<file path="src/rtl/bsg_clk_gen_pearl_pkg.sv">
// ============================================================================
// bsg_clk_gen_pearl_pkg : shared types and constants for the clock-gen pearl
// Revision: 1.0
// ============================================================================
`default_nettype none

package bsg_clk_gen_pearl_pkg;

    localparam int bsg_clk_gen_pearl_ds_max_ch_gp        = 16;
    localparam int bsg_clk_gen_pearl_ds_cfg_val_width_gp = 16;

    typedef enum logic [1:0] {
        DISABLED    = 2'd0,
        RUN         = 2'd1,
        RUN_PENDING = 2'd2
    } bsg_clk_gen_pearl_ds_state_e;

    // Widest-case config word; users slice ch/ds_val down to their widths.
    typedef struct packed {
        logic [3:0]                                      ch;
        logic [bsg_clk_gen_pearl_ds_cfg_val_width_gp-1:0] ds_val;
        logic                                            en;
    } bsg_clk_gen_pearl_ds_cfg_s;

    function automatic int bsg_clk_gen_pearl_safe_clog2(input int n);
        return (n <= 1) ? 1 : $clog2(n);
    endfunction

endpackage

`default_nettype wire

</file>
<file path="src/rtl/bsg_clk_gen_pearl_ds_channel.sv">
// ============================================================================
// bsg_clk_gen_pearl_ds_channel : one programmable divide-by-2(N+1) channel
// Revision: 1.0
// ============================================================================
`default_nettype none

module bsg_clk_gen_pearl_ds_channel
    import bsg_clk_gen_pearl_pkg::*;
#(
    parameter int ds_width_p    = 8,
    parameter int init_ds_val_p = 0
) (
    input  logic                  clk_i,
    input  logic                  reset_n_i,
    input  logic                  we_i,
    input  logic [ds_width_p-1:0] ds_val_i,
    input  logic                  en_i,
    output logic                  out_o,
    output logic                  pending_v_o
);

    bsg_clk_gen_pearl_ds_state_e state_q, state_d;
    logic [ds_width_p-1:0] ctr_q, ctr_d;
    logic [ds_width_p-1:0] active_val_q, active_val_d;
    logic [ds_width_p-1:0] pending_val_q, pending_val_d;
    logic                  pending_en_q, pending_en_d;
    logic                  pending_v_q, pending_v_d;
    logic                  out_q, out_d;
    logic                  wrap;

    assign wrap        = (ctr_q == active_val_q);
    assign out_o       = out_q;
    assign pending_v_o = pending_v_q;

    always_comb begin
        state_d       = state_q;
        ctr_d         = ctr_q;
        active_val_d  = active_val_q;
        pending_val_d = pending_val_q;
        pending_en_d  = pending_en_q;
        pending_v_d   = pending_v_q;
        out_d         = out_q;

        if (state_q != DISABLED) begin
            if (wrap) begin
                ctr_d = '0;
                out_d = ~out_q;
            end else begin
                ctr_d = ctr_q + ds_width_p'(1);
            end
        end

        case (state_q)
            DISABLED: begin
                ctr_d = '0;
                out_d = 1'b0;
                if (we_i) begin
                    active_val_d = ds_val_i;
                    if (en_i) state_d = RUN;
                end
            end
            RUN: begin
                if (we_i) begin
                    pending_val_d = ds_val_i;
                    pending_en_d  = en_i;
                    pending_v_d   = 1'b1;
                    state_d       = RUN_PENDING;
                end
            end
            RUN_PENDING: begin
                // Swap only at the falling edge so neither phase is ever cut short.
                if (wrap && out_q) begin
                    active_val_d = pending_val_q;
                    pending_v_d  = 1'b0;
                    ctr_d        = '0;
                    out_d        = 1'b0;
                    state_d      = pending_en_q ? RUN : DISABLED;
                end
            end
            default: begin
                state_d = DISABLED;
                ctr_d   = '0;
                out_d   = 1'b0;
            end
        endcase
    end

    always_ff @(posedge clk_i) begin
        if (!reset_n_i) begin
            state_q       <= DISABLED;
            ctr_q         <= '0;
            active_val_q  <= ds_width_p'(init_ds_val_p);
            pending_val_q <= '0;
            pending_en_q  <= 1'b0;
            pending_v_q   <= 1'b0;
            out_q         <= 1'b0;
        end else begin
            state_q       <= state_d;
            ctr_q         <= ctr_d;
            active_val_q  <= active_val_d;
            pending_val_q <= pending_val_d;
            pending_en_q  <= pending_en_d;
            pending_v_q   <= pending_v_d;
            out_q         <= out_d;
        end
    end

endmodule

`default_nettype wire

</file>
<file path="src/rtl/bsg_clk_gen_pearl_ds_bank.sv">
// ============================================================================
// bsg_clk_gen_pearl_ds_bank : bank of runtime-programmable clock monitor dividers
// Revision: 1.0
// ============================================================================
`default_nettype none

module bsg_clk_gen_pearl_ds_bank
    import bsg_clk_gen_pearl_pkg::*;
#(
    parameter int num_ch_p      = 4,
    parameter int ds_width_p    = 8,
    parameter int init_ds_val_p = 0,
    localparam int ch_width_lp  = bsg_clk_gen_pearl_safe_clog2(num_ch_p)
) (
    input  logic                   clk_i,
    input  logic                   reset_n_i,
    input  logic                   cfg_v_i,
    input  logic [ch_width_lp-1:0] cfg_ch_i,
    input  logic [ds_width_p-1:0]  cfg_ds_val_i,
    input  logic                   cfg_en_i,
    output logic                   cfg_ready_o,
    input  logic                   output_disable_i,
    output logic [num_ch_p-1:0]    clk_monitor_o,
    output logic                   cfg_err_o
);

    logic [num_ch_p-1:0] pending_v;
    logic [num_ch_p-1:0] out_r;
    logic [num_ch_p-1:0] ch_we;
    logic                ch_invalid;
    logic                err_q;
    logic                output_disable_q;

    assign ch_invalid = (32'(cfg_ch_i) >= 32'(num_ch_p));

    // Nonexistent channels report ready so the write drains and flags an error.
    always_comb begin
        cfg_ready_o = 1'b1;
        ch_we       = '0;
        for (int i = 0; i < num_ch_p; i++) begin
            if (32'(cfg_ch_i) == 32'(i)) begin
                cfg_ready_o = ~pending_v[i];
                ch_we[i]    = cfg_v_i & ~pending_v[i];
            end
        end
    end

    always_ff @(posedge clk_i) begin
        if (!reset_n_i) begin
            err_q            <= 1'b0;
            output_disable_q <= 1'b0;
        end else begin
            err_q            <= err_q | (cfg_v_i & ch_invalid);
            output_disable_q <= output_disable_i;
        end
    end

    assign cfg_err_o     = err_q;
    assign clk_monitor_o = out_r & {num_ch_p{~output_disable_q}};

    generate
        for (genvar g = 0; g < num_ch_p; g++) begin : g_ch
            bsg_clk_gen_pearl_ds_channel #(
                .ds_width_p    (ds_width_p),
                .init_ds_val_p (init_ds_val_p)
            ) u_channel (
                .clk_i       (clk_i),
                .reset_n_i   (reset_n_i),
                .we_i        (ch_we[g]),
                .ds_val_i    (cfg_ds_val_i),
                .en_i        (cfg_en_i),
                .out_o       (out_r[g]),
                .pending_v_o (pending_v[g])
            );
        end
    endgenerate

endmodule

`default_nettype wire

</file>
<file path="config.mk">
export PLATFORM = sky130hd
export DESIGN_NAME = bsg_clk_gen_pearl_ds_bank
export DESIGN_NICKNAME = d
export VERILOG_FILES = /design/src/rtl/bsg_clk_gen_pearl_pkg.sv /design/src/rtl/bsg_clk_gen_pearl_ds_channel.sv /design/src/rtl/bsg_clk_gen_pearl_ds_bank.sv
export SDC_FILE = /design/constraint.sdc
export NUM_CORES = 1
export LEC_CHECK = 0
export ABC_AREA = 1
export CAP_MARGIN = 20
export CORE_MARGIN = 1.5
export CORE_UTILIZATION = 61
export DETAILED_ROUTE_END_ITERATION = 16
export HOLD_SLACK_MARGIN = 0.12
export PLACE_DENSITY = 0.79
export SLEW_MARGIN = 0
export SYNTH_ARGS = -nofsm -noshare
export SYNTH_HDL_FRONTEND = slang
export SYNTH_HIERARCHICAL = 1
export SYNTH_SLANG_ARGS = --single-unit
</file>
<file path="constraint.sdc">
create_clock -name clk_i -period 2.11 [get_ports clk_i]
set_input_delay 0.633 -clock clk_i [delete_from_list [all_inputs] [get_ports clk_i]]
set_output_delay 0.633 -clock clk_i [all_outputs]
set_load 0.01 [all_outputs]
</file>
[Yosys cells after proc, flatten, opt, wreduce, memory -nomap -nowiden]
Index checks and enable logic that the tools add are counted.
Storage, ports and cells
  bits of input ports: 15
  memories: 0
  memory bits (read-only): 0
  memory bits (writable): 0
  latch bits: 0
  flip-flop bits (word level): 117
  word-level logic and storage cells: 200
Cells by class
  reductions and logical operators: 37
  muxes and demuxes: 85
  equal/unequal tests: 31
  divide/modulo/power cells: 0
  add/sub/neg operators: 4
  $mul: 0
  magnitude comparators: 0
  bitwise logic cells: 14
  shift operators: 0
Operators by type and width (number)
  8-bit 2-to-1 mux: 20
  8-bit one-hot mux with 2 select lines: 8
  8-bit by 1-bit adder with 8-bit output (second input constant): 4
  8-bit equality test: 4
  1-bit 2-to-1 mux: 32
  2-bit 2-to-1 mux: 13
  2-bit by 1-bit != test with 1-bit output (second input constant): 12
  2-bit one-hot mux with 3 select lines: 4
  3-bit AND reduction: 8
  2-bit nonzero test: 12
  1-bit one-hot mux with 2 select lines: 8
  4-bit AND reduction: 4
  2-bit equality test (second input constant): 6
  2-bit by 1-bit equality test with 1-bit output (second input constant): 5
  2-bit zero test: 5
  1-bit NOT: 9
  2-bit != test (second input constant): 4
  2-bit AND reduction: 4
  1-bit AND: 4
  4-bit AND: 1
  1-bit logical AND: 4

[Depth between registers and ports, before layout]
Gate-level depths: netlist (run 1).
  depth after elaboration: 5
  gate-level depth with buffers: 13
  depth with buffers taken out: 13

[Cells and area by module]
Netlist (run 1), hierarchy kept.
Modules (own cells, without submodules)
  bsg_clk_gen_pearl_ds_channel at g_ch[0].u_channel ...: instances 3, cells an instance 217, area an instance 1542.7 um2, sequential area each 580.6 um2
  bsg_clk_gen_pearl_ds_channel at g_ch[3].u_channel: instances 1, cells an instance 200, area an instance 1445.1 um2, sequential area each 580.6 um2
  bsg_clk_gen_pearl_ds_bank: instances 1, cells an instance 34, area an instance 151.4 um2, sequential area each 20.0 um2

[Worst setup path before layout (run 1)]
No wires, ideal clock.
  path kind: reg-to-reg
  start: register g_ch[0].u_channel.ctr_q[4]
  end: register g_ch[0].u_channel.state_q[0]
  arrival time: 1.568 ns
  cell stages (with the launch flop): 11
  slack: 0.428 ns
  clock period less this slack: 1.682 ns
  path through: dfxtp_1 -> xnor2_1 -> nand2_1 -> nor4_1 -> ha_1 -> inv_1 -> nand2_2 -> nand2_1 -> or2_1 -> a21oi_1 -> nor2_1
Between the ends
  longest elaborated chain between the ends: 4
RTL lines
  start, declared: RTL line bsg_clk_gen_pearl_ds_channel.sv:23  | logic [ds_width_p-1:0] ctr_q, ctr_d;
  start signal, assigned: RTL line bsg_clk_gen_pearl_ds_channel.sv:99  | ctr_q <= ctr_d;
  8-bit equality test: RTL line bsg_clk_gen_pearl_ds_channel.sv:31  | assign wrap = (ctr_q == active_val_q);
  1-bit logical AND: RTL line bsg_clk_gen_pearl_ds_channel.sv:72  | if (wrap && out_q) begin
  2-bit by 1-bit != test with 1-bit output (no source line)
  4-bit AND reduction (no source line)
  end signal, assigned: RTL line bsg_clk_gen_pearl_ds_channel.sv:98  | state_q <= state_d;
  end, declared: RTL line bsg_clk_gen_pearl_ds_channel.sv:22  | bsg_clk_gen_pearl_ds_state_e state_q, state_d;
No other way between the ends.
A chain may end at the register's enable or synchronous reset.

[Worst setup path after layout (run 1)]
  start: register g_ch[3].u_channel.ctr_q[0]
  end: register g_ch[3].u_channel.state_q[0]
Between the ends
  longest elaborated chain between the ends: 4
RTL lines (RTL line)
  start, declared: bsg_clk_gen_pearl_ds_channel.sv:23
  start signal, assigned: bsg_clk_gen_pearl_ds_channel.sv:99
  8-bit equality test: bsg_clk_gen_pearl_ds_channel.sv:31
  1-bit logical AND: bsg_clk_gen_pearl_ds_channel.sv:72
  2-bit by 1-bit != test with 1-bit output (no source line)
  4-bit AND reduction (no source line)
  end signal, assigned: bsg_clk_gen_pearl_ds_channel.sv:98
  end, declared: bsg_clk_gen_pearl_ds_channel.sv:22
No other way between the ends.

==> results of run 1 <==
through the flow:
step	total power, W	TNS [ps]	hold WS [ps]	setup slack [ps]
4_1_cts	0.00837	0	439	21.6
2_1_floorplan	0.00477	0	436	428
5_1_grt	0.00899	-154	455	-55.7
3_3_place_gp	0.00525	-7110	451	-560
3_5_place_dp	0.00537	-10500	457	-594
6_report	0.00847	0	459	54.3
kinds of logic (layout without fill, tap and decap cells):
| family | after synthesis | in the layout | synth area share |
|---|---|---|---|
| compound gates | 175 | 175 | 0.163 |
| flops | 117 | 117 | 0.376 |
| other cells | 1 | 1 | 0.000602 |
| xor+xnor | 32 | 32 | 0.0450 |
| buf+inv | 161 | 219 | 0.110 |
| fa+ha+maj | 24 | 24 | 0.0482 |
| simple gates | 375 | 375 | 0.257 |
power by group through the flow:
stage	registers, W	logic (W)	clock network, W
after detailed placement	0.00278	0.00259	0
after global routing	0.00279	0.00310	0.00310
after global placement	0.00277	0.00248	0
after CTS	0.00274	0.00264	0.00298
final	0.00275	0.00277	0.00295
after floorplan	0.00273	0.00204	0
worst min path at each step:
stage / startpoint / to / slack, ps / cells past startpoint
finish: reset_n_i / output_disable_q / 460 / 3
global route: reset_n_i / g_ch[0].u_channel/state_q[0] / 450 / 3
CTS: reset_n_i / output_disable_q / 440 / 3
detailed placement: g_ch[0].u_channel/active_val_q[4] / g_ch[0].u_channel/active_val_q[4] / 460 / 2
global placement: g_ch[2].u_channel/active_val_q[6] / g_ch[2].u_channel/active_val_q[6] / 450 / 2
floorplan: g_ch[0].u_channel/active_val_q[4] / g_ch[0].u_channel/active_val_q[4] / 440 / 2
area by class of cell:
| cell class | instances | area, um^2 | area share |
|---|---|---|---|
| Sequential cell | 117 | 2340 | 0.319 |
| Clock inverter | 11 | 148 | 0.0201 |
| Timing Repair Buffer | 50 | 455 | 0.0619 |
| Multi-Input combinational cell | 607 | 3260 | 0.443 |
| Clock buffer | 21 | 459 | 0.0624 |
| Tap cell | 133 | 166 | 0.0226 |
| Inverter | 137 | 522 | 0.0709 |
cell usage in the layout (no fill, tap or decap), drive strengths merged, types with 5 or more instances in the layout:
| cell | Yosys | routed |
|---|---|---|
| a21oi | 66 | 66 |
| buf | 19 | 33 |
| clkbuf | 5 | 21 |
| clkdlybuf4s50 | 0 | 11 |
| clkinv | 3 | 5 |
| dfxtp | 117 | 117 |
| dlygate4sd2 | 0 | 6 |
| ha | 24 | 24 |
| inv | 134 | 136 |
| nand2 | 203 | 203 |
| nand3 | 22 | 22 |
| nor2 | 128 | 128 |
| nor3 | 9 | 9 |
| o21ai | 96 | 96 |
| xnor2 | 20 | 20 |
| xor2 | 12 | 12 |
synth_stat cells (all sizes together) (2+ instances only):
library cell / number
nor2: 128
nand3: 22
clkinv: 3
xnor2: 20
a21oi: 66
inv: 134
nand2: 203
nor4: 4
clkbuf: 5
o21bai: 3
a211oi: 3
xor2: 12
o211ai: 4
dfxtp: 117
or2: 3
nor3: 9
o21ai: 96
ha: 24
nand4: 2
buf: 19
nor3b: 4
per-layer routing:
| layer | GRT usage | vias up | wire length, um |
|---|---|---|---|
| li1 | - | 2857 | - |
| met1 | 0.318 | 2594 | 6230 |
| met2 | 0.461 | 137 | 6980 |
| met3 | 0.0896 | 34 | 770 |
| met4 | 0.113 | 0 | 334 |
| met5 | 0 | - | 0 |
flip-flops by register name, indices dropped and copies added (netlist names):
signal                        count
g_ch.u_channel/pending_v_o        4
g_ch.u_channel/state_q            8
g_ch.u_channel/active_val_q      32
output_disable_q                  1
g_ch.u_channel/pending_en_q       4
g_ch.u_channel/pending_val_q     32
g_ch.u_channel/out_o              4
g_ch.u_channel/ctr_q             32
worst register-to-register path, delay by kind of cell, from the launching register on:
kind            cells  cell delay, ps
compound gates      2             330
fa+ha+maj           1             270
buf+inv             2             160
flops               1             370
simple gates        6             810
timing repair:
action / in CTS / in global routing
resized for setup: 12 / 13
hold buffers: 0 / 0
setup buffers: 0 / 0
endpoints found under the setup margin: 5 / 37
pin swaps: 0 / 2
==> metrics.md, run 1 <==
| Metric | Value |
|---|---|
| Result of the run | `finished, final reports clean` |
| Deepest level of the CTS H-tree | `4` |
| Total of max-cap violations | `0` |
| Detailed-placement wirelength estimate | `9.57 mm` |
| Pins Over Slew Limit | `0` |
| Area of the die | `0.0108 mm^2` |
| DRT Pass-1 Iters | `4` |
| Clock period minus final worst setup slack | `2060 ps` |
| Worst Clk Skew | `4.76 ps` |
| Worst Setup End Kind | `flip-flop` |
| Most used flip-flop cell after synthesis | `sky130_fd_sc_hd__dfxtp_1` |
| Arrival time at the worst endpoint | `2470 ps` |
| Area of the mapped netlist | `0.00622 mm^2` |
| Fill count | `749` |
| Crit path required time | `2530 ps` |
| Fraction of layout cells with a size suffix above 1 | `0.136` |
| Slowest cell delay on critical path | `370 ps` |
| Switching power as a share of total power | `0.356` |
| Largest net degree at the start of global routing | `35` |
| Critical Path Fanout Max | `5` |
| Worst R2R End | `g_ch[3].u_channel/state_q[0]` |
| Synth Net Count | `924` |
| Total clock buffers created by CTS | `17` |
| Cell mode on critical path | `sky130_fd_sc_hd__nand2_1` |
| Sequential fraction of the synthesis area | `0.376` |
| Cell Count, Final, Fillers Out | `1076` |
| Final instance area | `0.00735 mm^2` |
| Max-slew headroom at the worst pin | `0.586` |
| Core Area | `0.00982 mm^2` |
| Number of remaining DRC errors | `0` |
| Register-to-Register Setup Slack | `50 ps` |
| Warnings, synthesis | `6` |
| Switching power of the nets | `0.00301 W` |
| Total Routing Usage GR | `0.273` |
| Clock Tree Root | `sky130_fd_sc_hd__clkbuf_8` |
| Startpoint of the most critical register-to-register path | `g_ch[3].u_channel/ctr_q[0]` |
| Share of total power in the clock network | `0.348` |
| Measured slew at the worst slew-check pin | `621 ps` |
| Worst Path Buf+Inv | `2` |
| Startpoint class of the critical path | `flip-flop` |
| Initial Util | `0.634` |
| Number of global-route vias before repair | `5373` |
| Critical-path cell list | `inv_1, nand2_1, nand2_1, nand2_1, nor4_2, ha_1, nor2_4, inv_2, nand3_1, o21ai_0, a21oi_1` |
| Clock tree buffer depth | `2` |
| Post-synth cell types | `40` |
| Internal power summed over all cells | `0.00546 W` |
| Share of total power in combinational logic | `0.328` |
| Maximum clock rate | `486 MHz` |
| Antenna Diode Count | `0` |
| Highest ir drop seen on vdd | `0.935 mV` |
| Number of I/O pins | `21` |
| Clk slew on worst S/H paths | `60 ps` |
| Area share of the largest cell type after synthesis | `0.376` |
| Critical path's slowest cell | `sky130_fd_sc_hd__dfxtp_1` |
| Die Span X | `104 um` |
| Crit path max-delay family | `simple AND/OR/NAND/NOR gates` |
| Number of nets with antenna violations after detailed routing | `0` |
| Avg Inst Size Synth | `7.03 um^2` |
| Lkg Pwr | `3.19 nW` |
| Routed len/inst | `13.3 um` |
| Total number of vias | `5622` |
| Post-layout utilization of the core | `0.749` |
| Die Height | `104 um` |
| Routability congestion estimate from global placement | `0.837` |
| Category of the critical setup timing path | `reg2reg` |
| Largest area contributor in the synthesized netlist | `sky130_fd_sc_hd__dfxtp_1` |
| Count of state elements after synthesis | `117` |
| Quantity of I/O buffers inserted on ports | `19` |
| Number of nets in the layout | `969` |
| Remaining global-route overflow | `0` |
| Number of antenna violations at the first check in global routing | `0` |
| FP Rows | `36` |
| Detailed-route vias per instance | `5.22` |
| Clock tree from TritonCTS | `built` |
| Capture point of the worst path | `g_ch[3].u_channel/state_q[0]` |
| Num Clock Sinks | `117` |
| Sequential group share of total power | `0.325` |
| Worst reg2reg path depth | `11` |
| Proportion of synthesized flip-flops having asynchronous set or reset | `0` |
| Pwr/cell area | `1150 mW/mm^2` |
| Count of mapped cells out of synthesis | `885` |
| Violation count after the first detailed-route iteration | `267` |
| Count of final hold-check violations | `0` |
| Global-route wire length before repair | `23.7 mm` |
| Path class of the lowest-slack min-delay path | `in2reg` |
| WP depth | `11` |
| WL final | `14.3 mm` |
| Critical path origin | `g_ch[3].u_channel/ctr_q[0]` |
| Cell Count Post-Placement | `1044` |
| Layout Area Growth over Synthesis | `18.2%` |
| Area contributors post-synth | `sky130_fd_sc_hd__dfxtp_1 (38%), sky130_fd_sc_hd__nand2_1 (12%), sky130_fd_sc_hd__inv_1 (7.5%), sky130_fd_sc_hd__nor2_1 (7.4%), sky130_fd_sc_hd__o21ai_0 (6.8%)` |
| Share of the cycle needed by the critical path after routing | `0.974` |
| Final-report setup violation count | `0` |
| Standard cell area after detailed placement | `0.00670 mm^2` |
| Clk_lat worst skew | `540 ps` |
| Post-synth EDFFs | `0` |
Power figures use the tool's default switching activity.
==> run 2: changes to the inputs <==
- SYNTH_HIERARCHICAL: 1 -> not set
==> run 2 against run 1 <==
  * Global-route usage up 1.5 points
  * Utilization down 1.3 points
  * Critical path depth up 3
  * Sequential share of layout area up 1.1 points
  * Total power up 2.1%
  * Clock power down 6%
==> metrics.md, run 2 <==
| Metric | Value |
|---|---|
| Fraction of layout cells with a size suffix above 1 | `0.129 (-0.00653)` |
| Result of the run | `finished, final reports clean` |
| Routed len/inst | `13.7 um (+2.8%)` |
| Commonest non-fill, non-tap cell in the layout | `sky130_fd_sc_hd__nand2_1` |
| Detailed-route vias per instance | `5.34 (+2.3%)` |
| Count of state elements after synthesis | `117 (unchanged)` |
| Die Height | `103 um (-1.4%)` |
| Register-to-Register Setup Slack | `110 ps (+60 ps)` |
| Post-route setup TNS | `0 ps (unchanged)` |
| Pins Over Slew Limit | `0 (unchanged)` |
| Clk slew on worst S/H paths | `60 ps (about the same)` |
| Number of nets in the layout | `947 (-2.3%)` |
| Critical Path Fanout Max | `4 (-1)` |
| Routability congestion estimate from global placement | `0.853 (+1.9%)` |
| FP Rows | `36 (unchanged)` |
| Layout Area Growth over Synthesis | `17.9%` |
| Total of max-cap violations | `0 (unchanged)` |
| Fill count | `728 (-2.8%)` |
| Global-route wire length before repair | `23.2 mm (-1.9%)` |
| Post-synth cell types | `39 (-2.5%)` |
| Cell mode on critical path | `sky130_fd_sc_hd__nand2_1` |
| Highest ir drop seen on vdd | `0.705 mV (-25%)` |
| Maximum clock rate | `501 MHz (+3.0%)` |
| Top library cells by usage in the layout, fill and taps aside | `sky130_fd_sc_hd__nand2_1 (173), sky130_fd_sc_hd__dfxtp_1 (112), sky130_fd_sc_hd__inv_1 (110)` |
| WL final | `14.4 mm (+0.66%)` |
| Detailed-placement wirelength estimate | `10.2 mm (+6.6%)` |
| Standard cell area after detailed placement | `0.00647 mm^2 (-3.4%)` |
| Clock tree from TritonCTS | `built` |
| Warnings, synthesis | `0 (-6)` |
| Crit path required time | `2570 ps (+40 ps)` |
| Critical path's slowest cell | `sky130_fd_sc_hd__dfxtp_1` |
| Hold wc startpoint | `g_ch[3].u_channel.pending_en_q` |
| List of most frequent post-synthesis cells | `sky130_fd_sc_hd__nand2_1 (177), sky130_fd_sc_hd__dfxtp_1 (117), sky130_fd_sc_hd__inv_1 (113), sky130_fd_sc_hd__a21oi_1 (93), sky130_fd_sc_hd__nor2_1 (89)` |
| Antenna Diode Count | `0 (unchanged)` |
| Initial Util | `0.624 (-0.0101)` |
| Critical-path cell list | `inv_1, nand2_1, nand2_1, nand2_2, nor4_4, ha_2, nor2_1, nor2_2, inv_1, nand2_1, nand2_1, nand2_1, nand2_1, nor2_1` |
| Lkg Pwr | `2.97 nW (-7.1%)` |
| Final-report setup violation count | `0 (unchanged)` |
| Worst hold slack after final layout | `446 ps (-13.3 ps)` |
| Number of global-route vias before repair | `5192 (-3.4%)` |
| Clk_lat worst skew | `530 ps (about the same)` |
| Startpoint of the most critical register-to-register path | `g_ch[1].u_channel.ctr_q[1]` |
| Overall power after layout | `0.00865 W (+2.1%)` |
| Worst R2R End | `g_ch[1].u_channel.state_q[0]` |
| Number of remaining DRC errors | `0 (unchanged)` |
| Top flop regs | `g_ch.u_channel.active_val_q x32, g_ch.u_channel.ctr_q x32, g_ch.u_channel.pending_val_q x32` |
| Total Routing Usage GR | `0.288 (+0.0151)` |
| Max-slew headroom at the worst pin | `0.423 (-0.163)` |
| Clock tree buffer depth | `2 (unchanged)` |
| Quantity of I/O buffers inserted on ports | `19 (unchanged)` |
| Die Span X | `103 um (-1.4%)` |
| Proportion of synthesized flip-flops having asynchronous set or reset | `0 (unchanged)` |
| Remaining global-route overflow | `0 (unchanged)` |
| Measured slew at the worst slew-check pin | `864 ps (+243 ps)` |
| Category of the critical setup timing path | `reg2reg` |
| Total number of vias | `5632 (+0.18%)` |
| Number of nets with antenna violations after detailed routing | `0 (unchanged)` |
| Area taken by flip-flops and latches | `0.00235 mm^2 (+0.32%)` |
| Deepest level of the CTS H-tree | `4 (unchanged)` |
| End point of the worst hold path | `g_ch[3].u_channel.pending_en_q` |
| Path class of the lowest-slack min-delay path | `reg2reg` |
| Slowest cell delay on critical path | `340 ps (-30 ps)` |
| Sequential fraction of the synthesis area | `0.388 (+0.0115)` |
| Pwr/cell area | `1210 mW/mm^2 (+5.4%)` |
| Number of antenna violations at the first check in global routing | `0 (unchanged)` |
| DRT Pass-1 Iters | `6 (+2)` |
| Most frequent cell after synthesis | `sky130_fd_sc_hd__nand2_1` |
| Synth Net Count | `902 (-2.4%)` |
| Count of final hold-check violations | `0 (unchanged)` |
| Cell Count, Final, Fillers Out | `1054 (-2.0%)` |
| Worst Setup End Kind | `flip-flop` |
| Arrival time at the worst endpoint | `2460 ps (about the same)` |
| Most used flip-flop cell after synthesis | `sky130_fd_sc_hd__dfxtp_1` |
| Violation count after the first detailed-route iteration | `350 (+31%)` |
| Worst reg2reg path depth | `14 (+3)` |
| Startpoint class of the critical path | `flip-flop` |
| Hold path depth | `2 (-1)` |
| Area contributors post-synth | `sky130_fd_sc_hd__dfxtp_1 (39%), sky130_fd_sc_hd__nand2_1 (11%), sky130_fd_sc_hd__a21oi_1 (7.7%), sky130_fd_sc_hd__inv_1 (7.0%), sky130_fd_sc_hd__nor2_1 (5.5%)` |
| Area share of the largest cell type after synthesis | `0.388 (+0.0115)` |
| Largest area contributor in the synthesized netlist | `sky130_fd_sc_hd__dfxtp_1` |
| Final instance area | `0.00712 mm^2 (-3.1%)` |
| Clock Tree Root | `sky130_fd_sc_hd__clkbuf_8` |
| Largest net degree at the start of global routing | `23 (-34%)` |
| Multi-input logic area | `0.00314 mm^2 (-3.6%)` |
| Total clock buffers created by CTS | `17 (unchanged)` |
| Count of mapped cells out of synthesis | `863 (-2.5%)` |
| Share of the cycle needed by the critical path after routing | `0.946 (-0.0286)` |
| Cell Count Post-Placement | `1018 (-2.5%)` |
| Post-synth EDFFs | `0 (unchanged)` |
| Area of the mapped netlist | `0.00604 mm^2 (-3.0%)` |
| Num Clock Sinks | `117 (unchanged)` |
| Clock period minus final worst setup slack | `2000 ps (-60.4 ps)` |
| Area of the die | `0.0105 mm^2 (-2.9%)` |
| Number of I/O pins | `21 (unchanged)` |
| Avg Inst Size Synth | `7.00 um^2 (-0.48%)` |
| Worst Clk Skew | `8.05 ps (+3.29 ps)` |
| Core Area | `0.00968 mm^2 (-1.4%)` |
## run 2: final cells by class
cell class	instances	area share
clock buffers	24	0.0660
multi-input cells	597	0.441
flip-flops and latches	117	0.330
inverters	120	0.0632
repair buffers	55	0.0620
well taps	133	0.0234
clock inverters	8	0.0139
## run 2: through the flow
| stage | setup slack, ps | utilization |
|---|---|---|
| floorplan | 365 | - |
| global placement | -574 | 0.668 |
| detailed placement | -634 | 0.668 |
| CTS | 17.1 | 0.729 |
| global route | -5.16 | 0.736 |
| finish | 115 | 0.736 |
## run 2: cell families after synthesis
group / after synthesis / share of synthesized area
AND/OR/NAND/NOR: 358 / 0.253
AO/OA/AOI/OAI: 183 / 0.162
buffers and inverters: 149 / 0.102
flip-flops: 117 / 0.388
XOR/XNOR: 31 / 0.0449
adder cells (fa/ha/maj): 24 / 0.0497
other: 1 / 0.000621
## run 2: critical path, delay by kind of cell, from the launching register on
family / cells / cell delay [ps]
buf+inv: 2 / 150
simple gates: 11 / 1220
flops: 1 / 340
fa+ha+maj: 1 / 240
## run 2: power by group
group / switching [W] / total [W] / internal [W]
Combinational: 0.00195 / 0.00315 / 0.00120
Sequential: 0.000217 / 0.00273 / 0.00252
Clock: 0.000993 / 0.00276 / 0.00177
## run 2: worst max path at each step
stage / from / endpoint / depth (start not counted)
detailed placement: cfg_ch_i[0] / cfg_ready_o / 6
finish: g_ch[1].u_channel.ctr_q[1] / g_ch[1].u_channel.state_q[0] / 14
global route: g_ch[1].u_channel.ctr_q[1] / g_ch[1].u_channel.state_q[0] / 14
CTS: g_ch[1].u_channel.pending_v_o / cfg_ready_o / 4
global placement: cfg_ch_i[1] / cfg_ready_o / 4
floorplan: g_ch[3].u_channel.ctr_q[0] / g_ch[3].u_channel.active_val_q[0] / 11
## run 2: routing by layer
metal	wire length [um]	part of all wire	GRT usage
met3	803	0.056	0.0820
met2	7160	0.50	0.499
met5	0	0	0
met1	6150	0.43	0.345
met4	305	0.021	0.0948
## run 2: what timing repair did
item,CTS,global route
pin swaps,0,4
resized for setup,19,18
setup buffers,0,4
hold buffers,0,0
endpoints found under the setup margin,11,45
